File: config.mk
export PLATFORM = sky130hd
export DESIGN_NAME = syzygy_adc_frame_align_flat
export DESIGN_NICKNAME = d
export VERILOG_FILES = /design/src/rtl/syzygy_adc_frame_align_pkg.sv /design/src/rtl/syzygy_adc_frame_align_if.sv /design/src/rtl/syzygy_adc_match_counter.sv /design/src/rtl/syzygy_adc_frame_align.sv /design/src/flat_wrapper.sv
export SDC_FILE = /design/constraint.sdc
export NUM_CORES = 1
export LEC_CHECK = 0
export ABC_AREA = 0
export BUFFER_PORTS_ARGS = -buffer_cell sky130_fd_sc_hd__buf_2
export CAP_MARGIN = 20
export CORE_MARGIN = 8
export CORE_UTILIZATION = 47
export CTS_BUF_LIST = sky130_fd_sc_hd__clkbuf_2
export CTS_CLUSTER_DIAMETER = 80
export DETAILED_ROUTE_END_ITERATION = 8
export PLACE_DENSITY = 0.76
export SYNTH_ARGS = -nofsm -noshare
export SYNTH_HDL_FRONTEND = slang
export SYNTH_HIERARCHICAL = 1
export SYNTH_SLANG_ARGS = --single-unit
File: constraint.sdc
create_clock -name clk -period 2.47 [get_ports clk]
set_input_delay 0.1235 -clock clk [delete_from_list [all_inputs] [get_ports clk]]
set_output_delay 0.1235 -clock clk [all_outputs]
set_load 0.03 [all_outputs]
File: src/rtl/syzygy_adc_frame_align_pkg.sv
// Shared types and defaults for the SYZYGY ADC frame aligner.
// Imported by the aligner top and its counters.
package syzygy_adc_pkg;

   typedef enum logic [2:0] {
      ST_SETTLE,
      ST_CHECK,
      ST_SLIP,
      ST_WAIT,
      ST_LOCKED,
      ST_FAIL
   } state_e;

   localparam logic [7:0] FRAME_PATTERN_DEF = 8'hF0;

endpackage

File: src/rtl/syzygy_adc_frame_align_if.sv
// Control/status bundle between the ADC receive fabric and the aligner.
// The aligner takes the slave side.
interface syzygy_adc_frame_align_if #(
   parameter int FRAME_WIDTH = 8
);
   logic                   start;
   logic [FRAME_WIDTH-1:0] frame_data;
   logic                   bitslip;
   logic                   locked;
   logic                   fail;
   logic [4:0]             slip_count;
   logic                   match_err;

   modport master (
      output start,
      output frame_data,
      input  bitslip,
      input  locked,
      input  fail,
      input  slip_count,
      input  match_err
   );

   modport slave (
      input  start,
      input  frame_data,
      output bitslip,
      output locked,
      output fail,
      output slip_count,
      output match_err
   );
endinterface

File: src/rtl/syzygy_adc_match_counter.sv
// Saturating consecutive-event counter; hit_o flags the increment that
// reaches THRESH so the caller can act in the same cycle.
module syzygy_adc_match_counter #(
   parameter int THRESH = 8
) (
   input  logic clk,
   input  logic rst_n,
   input  logic clr_i,
   input  logic inc_i,
   output logic hit_o
);
   localparam int W = $clog2(THRESH) + 1;

   logic [W-1:0] cnt_q, cnt_d;

   always_comb begin
      cnt_d = cnt_q;
      if (clr_i) begin
         cnt_d = '0;
      end else if (inc_i && cnt_q != W'(THRESH)) begin
         cnt_d = cnt_q + W'(1);
      end
   end

   assign hit_o = inc_i && !clr_i && (cnt_q >= W'(THRESH - 1));

   always_ff @(posedge clk or negedge rst_n) begin
      if (!rst_n) begin
         cnt_q <= '0;
      end else begin
         cnt_q <= cnt_d;
      end
   end
endmodule

File: src/rtl/syzygy_adc_frame_align.sv
// Bitslip sequencer: slips all lane ISERDES until the registered frame
// word matches, then holds lock and re-aligns on loss or start.
module syzygy_adc_frame_align
   import syzygy_adc_pkg::*;
#(
   parameter int                     FRAME_WIDTH   = 8,
   parameter logic [FRAME_WIDTH-1:0] FRAME_PATTERN = FRAME_PATTERN_DEF,
   parameter int                     SETTLE_CYCLES = 16,
   parameter int                     SLIP_WAIT     = 4,
   parameter int                     MATCH_COUNT   = 8,
   parameter int                     LOSS_COUNT    = 4,
   parameter int                     MAX_SLIPS     = 16
) (
   input logic                     clk,
   input logic                     reset_n,
   syzygy_adc_frame_align_if.slave bus
);
   localparam int TMAX = (SETTLE_CYCLES > SLIP_WAIT) ? SETTLE_CYCLES : SLIP_WAIT;
   localparam int TW   = $clog2(TMAX) + 1;

   state_e        state_q, state_d;
   logic [TW-1:0] timer_q, timer_d;
   logic [4:0]    slip_q, slip_d;
   logic          merr_q;
   logic          m_inc, m_clr, m_hit;
   logic          l_inc, l_clr, l_hit;

   // Match/loss counters clear whenever their state is left or start hits
   assign m_inc = (state_q == ST_CHECK) && !merr_q;
   assign m_clr = bus.start || (state_q != ST_CHECK) || merr_q;
   assign l_inc = (state_q == ST_LOCKED) && merr_q;
   assign l_clr = bus.start || (state_q != ST_LOCKED) || !merr_q;

   syzygy_adc_match_counter #(.THRESH(MATCH_COUNT)) u_match_cnt (
      .clk   (clk),
      .rst_n (reset_n),
      .clr_i (m_clr),
      .inc_i (m_inc),
      .hit_o (m_hit)
   );

   syzygy_adc_match_counter #(.THRESH(LOSS_COUNT)) u_loss_cnt (
      .clk   (clk),
      .rst_n (reset_n),
      .clr_i (l_clr),
      .inc_i (l_inc),
      .hit_o (l_hit)
   );

   always_comb begin
      state_d = state_q;
      timer_d = timer_q;
      slip_d  = slip_q;
      if (bus.start) begin
         state_d = ST_SETTLE;
         timer_d = '0;
         slip_d  = '0;
      end else begin
         unique case (state_q)
            ST_SETTLE: begin
               if (timer_q == TW'(SETTLE_CYCLES - 1)) begin
                  state_d = ST_CHECK;
                  timer_d = '0;
               end else begin
                  timer_d = timer_q + TW'(1);
               end
            end
            ST_CHECK: begin
               if (merr_q) begin
                  state_d = (slip_q == 5'(MAX_SLIPS)) ? ST_FAIL : ST_SLIP;
               end else if (m_hit) begin
                  state_d = ST_LOCKED;
               end
            end
            ST_SLIP: begin
               if (slip_q != 5'(MAX_SLIPS)) begin
                  slip_d = slip_q + 5'd1;
               end
               state_d = ST_WAIT;
               timer_d = '0;
            end
            ST_WAIT: begin
               if (timer_q == TW'(SLIP_WAIT - 1)) begin
                  state_d = ST_CHECK;
                  timer_d = '0;
               end else begin
                  timer_d = timer_q + TW'(1);
               end
            end
            ST_LOCKED: begin
               if (l_hit) begin
                  state_d = ST_SETTLE;
                  timer_d = '0;
                  slip_d  = '0;
               end
            end
            ST_FAIL: begin
               state_d = ST_FAIL;
            end
            default: begin
               state_d = ST_SETTLE;
            end
         endcase
      end
   end

   always_ff @(posedge clk or negedge reset_n) begin
      if (!reset_n) begin
         state_q <= ST_SETTLE;
         timer_q <= '0;
         slip_q  <= '0;
         merr_q  <= 1'b0;
      end else begin
         state_q <= state_d;
         timer_q <= timer_d;
         slip_q  <= slip_d;
         merr_q  <= (bus.frame_data != FRAME_PATTERN);
      end
   end

   assign bus.bitslip    = (state_q == ST_SLIP);
   assign bus.locked     = (state_q == ST_LOCKED);
   assign bus.fail       = (state_q == ST_FAIL);
   assign bus.slip_count = slip_q;
   assign bus.match_err  = merr_q;
endmodule

File: src/flat_wrapper.sv
// flat-port wrapper written by rule: the top's interface ports become plain ports
module syzygy_adc_frame_align_flat import syzygy_adc_pkg::*;
#(
   parameter int                     FRAME_WIDTH   = 8,
   parameter logic [FRAME_WIDTH-1:0] FRAME_PATTERN = FRAME_PATTERN_DEF,
   parameter int                     SETTLE_CYCLES = 16,
   parameter int                     SLIP_WAIT     = 4,
   parameter int                     MATCH_COUNT   = 8,
   parameter int                     LOSS_COUNT    = 4,
   parameter int                     MAX_SLIPS     = 16
)
  (clk, reset_n, bus_start, bus_frame_data, bus_bitslip, bus_locked, bus_fail, bus_slip_count, bus_match_err);
  syzygy_adc_frame_align_if #(.FRAME_WIDTH(FRAME_WIDTH)) bus_i ();
  input logic clk;
  input logic reset_n;
  input wire logic [$bits(bus_i.start)-1:0] bus_start;
  input wire logic [$bits(bus_i.frame_data)-1:0] bus_frame_data;
  output wire logic [$bits(bus_i.bitslip)-1:0] bus_bitslip;
  output wire logic [$bits(bus_i.locked)-1:0] bus_locked;
  output wire logic [$bits(bus_i.fail)-1:0] bus_fail;
  output wire logic [$bits(bus_i.slip_count)-1:0] bus_slip_count;
  output wire logic [$bits(bus_i.match_err)-1:0] bus_match_err;
  assign bus_i.start = bus_start;
  assign bus_i.frame_data = bus_frame_data;
  assign bus_bitslip = bus_i.bitslip;
  assign bus_locked = bus_i.locked;
  assign bus_fail = bus_i.fail;
  assign bus_slip_count = bus_i.slip_count;
  assign bus_match_err = bus_i.match_err;
  syzygy_adc_frame_align #(.FRAME_WIDTH(FRAME_WIDTH), .FRAME_PATTERN(FRAME_PATTERN), .SETTLE_CYCLES(SETTLE_CYCLES), .SLIP_WAIT(SLIP_WAIT), .MATCH_COUNT(MATCH_COUNT), .LOSS_COUNT(LOSS_COUNT), .MAX_SLIPS(MAX_SLIPS)) u_core (.clk(clk), .reset_n(reset_n), .bus(bus_i));
endmodule
; ---- Yosys cells after proc, flatten, opt, wreduce, memory -nomap -nowiden
; Cells that the tools add are included.
[word_totals]
regBits = 21
input_bits = 11
output_inout_bits = 9
[classes]
add_sub_neg = 4
magnitude_cmp = 2
n_eq_ne = 19
n_mux = 20
reduce_logical = 23
[ops]
columns = operator, n
row1 = $mux W5, 6
row2 = $mux W3, 9
row3 = $pmux W5 S4, 1
row4 = $pmux W3 S6, 1
row5 = $ne A3 B2 Y1 const B, 4
row6 = $add A5 B1 Y5 const B, 2
row7 = $pmux W5 S2, 1
row8 = $logic_and A1 B1 Y1, 8
row9 = $mux W4, 2
row10 = $ne A8 B8 Y1 const B, 1
row11 = $eq A3 B2 Y1 const B, 2
row12 = $eq A3 B3 Y1 const B, 2
row13 = $ne A3 B3 Y1 const B, 2
row14 = $eq A5 B2 Y1 const B, 1
row15 = $eq A5 B4 Y1 const B, 1
row16 = $eq A5 B5 Y1 const B, 1
row17 = $ne A5 B5 Y1 const B, 1
row18 = $reduce_bool A5 Y1, 1
row19 = $add A4 B1 Y4 const B, 1
row20 = $ge A4 B3 Y1 const B, 1
row21 = $logic_or A1 B1 Y1, 4
row22 = $ne A4 B2 Y1 const B, 1
row23 = $ne A4 B4 Y1 const B, 1
row24 = $reduce_and A4 Y1, 1
row25 = other kinds (10), 13

; ---- Logic depth before layout (Yosys ltp)
[logic_depth]
word_depth = 10
depth_mapped = 9
ltp_nobuf = 8

; ---- By module
; The synthesis kept the hierarchy.
[by_module_without_submodules]
columns = mod, instances, cells_per_inst, area_each_um2, seq_area_each_um2
row1 = syzygy_adc_frame_align, 1, 110, 1013.5, 350.3
row2 = syzygy_adc_match_counter at u_core.u_match_cnt, 1, 25, 241.5, 100.1
row3 = syzygy_adc_match_counter at u_core.u_loss_cnt, 1, 20, 195.2, 75.1

; ---- Worst setup path after synthesis
; Ideal clock, no wire load.
[synth_timing]
path_type = flip-flop to flip-flop
startpoint = register u_core.state_q[0]
endpoint = register u_core.timer_q[3]
arrival_ps = 2384
slack_ps = -35
stages_incl_launch_ff = 9
path_buffers = 1
period_less_slack_ps = 2505
cell_sequence = dfrtp_1 -> buf_2 -> nor3b_2 -> and2_1 -> nand2b_1 -> nor3_1 -> nor2b_1 -> o22ai_2 -> a22o_1
[synth_between]
word_cells_on_any_way = 16
cone_classes = 5 x eq/ne / 2 x mux / 9 x reduce/logical
[synth_lines]
columns = element, line_no
row1 = "start, declared", syzygy_adc_frame_align.sv:21  ; state_e state_q, state_d;
row2 = "start signal, assigned", syzygy_adc_frame_align.sv:114  ; state_q <= state_d;
row3 = $eq A3 B3 Y1, -
row4 = via bus_locked, flat_wrapper.sv:19  ; output wire logic [$bits(bus_i.locked)-1:0] bus_locked;
row5 = $logic_and A1 B1 Y1, syzygy_adc_frame_align.sv:31  ; assign l_inc = (state_q == ST_LOCKED) && merr_q;
row6 = via u_core.l_inc, syzygy_adc_frame_align.sv:26  ; logic l_inc, l_clr, l_hit;
row7 = $logic_and A1 B1 Y1 (2 in a row), syzygy_adc_match_counter.sv:25  ; assign hit_o = inc_i && !clr_i && (cnt_q >= W'(THRESH - 1));
row8 = via u_core.l_hit, syzygy_adc_frame_align.sv:26
row9 = $ne A3 B2 Y1 (no line), -
row10 = $reduce_and A2 Y1 (no line), -
row11 = "end signal, assigned", syzygy_adc_frame_align.sv:115  ; timer_q <= timer_d;
row12 = "end, declared", syzygy_adc_frame_align.sv:22  ; logic [TW-1:0] timer_q, timer_d;
; The timed path passes the listed nets, and every way through them passes these cells.
; A chain may end at the register's enable or synchronous reset.

; ---- Worst setup path in the final report
[layout_timing]
startpoint = register u_core.state_q[0]
endpoint = register u_core.timer_q[3]
[layout_between]
word_cells_on_any_way = 16
cone_classes = 5 x eq/ne / 2 x mux / 9 x reduce/logical
[layout_lines]
columns = element, line_no
row1 = $eq A3 B3 Y1, syzygy_adc_frame_align.sv:31
row2 = $logic_and A1 B1 Y1, syzygy_adc_frame_align.sv:31
row3 = via u_core.l_inc, syzygy_adc_frame_align.sv:26
row4 = $logic_and A1 B1 Y1 (2 in a row), syzygy_adc_match_counter.sv:25
row5 = via u_core.l_hit, syzygy_adc_frame_align.sv:26
row6 = $ne A3 B2 Y1 (no line), -
row7 = $reduce_and A2 Y1 (no line), -
; The timed path passes the listed nets, and every way through them passes these cells.

==> impl_metrics.csv <==
group,metric,value,unit
cts,path_clk_slew,0.22,ns
cells_and_area,drive_gt1_frac,0.222,
global_route,grt_pass1_vias,1263,
synthesis,yosysSeqAreaShare,0.362,
cts,cts_num_sinks,21,
timing,fin_crit_sh,0.904,
drt,ant_nets,0,
run_status,status,"completed",
setup_path,start_kind,"flop",
setup_path,endpoint_kind,"flop",
synthesis,synth-seq-cells,21,
timing,finalHoldViolations,0,
floorplan,rows,20,
floorplan,initial_core_util,0.483,
floorplan,chipHeight,71.5,um
cts,insertion_delay,0.33,ns
synthesis,yosys.cell_types.count,50,
timing,slew_headroom,0.662,
global_route,antenna_found_initial,0,
timing,rsz0062_at_grt,"no",
timing,min_period,2.23,ns
synthesis,synth_edf_count,0,
flow_run,maxCapViolCount,0,
cells_and_area,nFillCells,284,
drt,wirelength,3100,um
timing,setup_viol,0,
floorplan,core_area,3000,um2
timing,worst_pin_slew,0.506,ns
timing,fin_tns_setup,0,ns
placed_design,placedInstanceArea,1590,um2
power_and_ir_drop,powerDensity,455,nW/um2
synthesis,synth_ff_type,"dfrtp_1",
placed_design,dpl.hpwl,2380,um
cts,ctsLongestPathBuffers,2,
global_route,grt_pass1_wl,5500,um
placed_design,port_buffers,19,
drt,drtPass1Iterations,4,
drt,wl_per_cell,14.6,um
cells_and_area,finalNetCount,202,
cts,root_buffer,"clkbuf_2",
placed_design,gp_congestion,0.810,
cts,htree_levels,1,
cells_and_area,final_area,1640,um2
drt,drc,0,
setup_path,critPathArrivalTime,2.53,ns
floorplan,die-area,5120,um2
global_route,grt_max_degree,22,
floorplan,dieWidth,71.5,um
power_and_ir_drop,clkPwrFrac,0.202,
synthesis,yosys_warnings,6,
drt,num_vias,1225,
global_route,grt-ovfl-total,0,
timing,final_max_slew_viol_count,0,
power_and_ir_drop,p_leak,0.000718,uW
cts,cts_tree,"built",
cells_and_area,antenna_cells,0,
power_and_ir_drop,p_int,487,uW
setup_path,cp_max_fo,8,
floorplan,io_pins,20,
power_and_ir_drop,seq_power_share,0.526,
drt,vias_per_cell,5.75,
cells_and_area,mostFrequentLayoutCells,"dfrtp_1 (21), buf_2 (19), nand2_1 (15), inv_1 (14), nor2_1 (12)",
setup_path,crit_type,"reg2reg",
cts,cts_made_buffers,3,
power_and_ir_drop,ir_drop,0.239,mV
cells_and_area,final_common_cell,"dfrtp_1",
global_route,grt_use_total,0.130,
synthesis,syn-num-nets,176,
synthesis,synth_cells,155,
min_path,min-delay-path-class,"in2reg",
power_and_ir_drop,combPwrFrac,0.273,
timing,fin_skew,0.00587,ns
setup_path,required,2.76,ns
synthesis,async_flop_share,1.00,
synthesis,synth_area,1450,um2
timing,fmax,0.448,GHz
drt,drtIter0Drc,77,
power_and_ir_drop,p_switching,261,uW
cells_and_area,area.growth.synth_to_final,13.2,%
synthesis,synth.avg_cell_area,9.36,um2
power_and_ir_drop,p_sw_frac,0.349,
==> critical path: stages, from the launching register on <==
cell,delay [ns]
dfrtp_1,0.46
nor3b_4,0.29
and2_1,0.21
nand2b_1,0.13
nor3_2,0.27
nor2b_1,0.28
o22ai_2,0.20
o21ai_1,0.18
a22o_1,0.16
==> layout make-up <==
type / instances / area [um2] / share of cell area
clock buffer: 3 / 15.0 / 0.00915
clock inverter: 1 / 5.00 / 0.00305
inverter: 14 / 52.6 / 0.0320
multi-input combinational: 116 / 855 / 0.521
sequential: 21 / 526 / 0.320
tap: 33 / 41.3 / 0.0252
timing repair buffer: 25 / 148 / 0.0899
==> per-layer routing <==
metal | routed length (um) | track usage
met1 | 1270 | 0.147
met2 | 1650 | 0.238
met3 | 155 | 0.0237
met4 | 31 | 0.0476
met5 | 0 | 0
==> cell usage after synthesis, drive strengths merged, types with 2 or more instances <==
cell type,number,area [um2]
mux2,3,37.5
nand2b,7,51.3
mux2i,2,20.0
nor2b,2,20.0
o21ai,6,30.0
and3,2,12.5
dfrtp,21,526
a21oi,8,40.0
or2,2,12.5
nand4bb,2,22.5
nand2,15,56.3
nor2,12,45.0
ha,10,125
nor3,5,25.0
nand3,7,35.0
o22ai,3,25.0
a22o,2,17.5
nand4,2,12.5
nor3b,4,35.0
buf,4,28.8
nor4b,2,23.8
a211o,2,17.5
inv,14,52.6
==> final timing paths <==
kind	start	end	slack, ns	cells after the start
setup reg to reg	u_core/state_q[0]	u_core/timer_q[3]	0.24	8
max in group asynchronous	reset_n	u_core/bus.slip_count[1]	1.91	2
setup / recovery	u_core/state_q[0]	u_core/timer_q[3]	0.24	8
min in group asynchronous	reset_n	u_core/timer_q[1]	0.23	2
hold / removal	bus_start	u_core/state_q[2]	0.1	2
hold reg to reg	u_core/timer_q[0]	u_core/timer_q[0]	0.54	1
==> registers in the layout (all words and copies together) (netlist names) <==
signal / count
u_core/bus.match_err: 1
u_core/bus.slip_count: 5
u_core/state_q: 3
u_core/timer_q: 5
u_core/u_loss_cnt/cnt_q: 3
u_core/u_match_cnt/cnt_q: 4
==> repair_timing <==
item	in CTS	in global routing
hold endpoints to repair	22	0
setup endpoints to repair	0	5
gates resized for setup	0	1
buffers inserted	0	0
hold buffers	3	0
==> through the flow <==
stage	setup slack (ns)	total power, uW	std cells	hold slack, ns	utilization
finish	0.237	748	213	0.0999	0.547
global route	0.0196	783	213	0.0998	0.547
CTS	0.176	751	213	0.0902	0.545
detailed placement	0.218	599	206	0.117	0.528
global placement	0.331	588	206	0.107	0.528
floorplan	0.130	542	155	-0.172	-
==> power groups by stage <==
stage | clock (uW) | combinational (uW) | sequential, uW
global placement | 0 | 193 | 395
CTS | 154 | 205 | 392
global route | 164 | 223 | 396
floorplan | 0 | 144 | 399
detailed placement | 0 | 200 | 399
finish | 151 | 204 | 393
==> kinds of logic (layout without fill, tap and decap cells) <==
| kind of cell | count (synthesis) | in the layout | share of synthesized area |
|---|---|---|---|
| AO/OA/AOI/OAI | 31 | 31 | 0.166 |
| adder cells (fa/ha/maj) | 10 | 10 | 0.0863 |
| flip-flops | 21 | 21 | 0.362 |
| XOR/XNOR | 2 | 2 | 0.0121 |
| AND/OR/NAND/NOR | 68 | 68 | 0.278 |
| multiplexers | 5 | 5 | 0.0397 |
| buffers and inverters | 18 | 43 | 0.0561 |
Note: power is estimated with default switching activity, not from simulation.
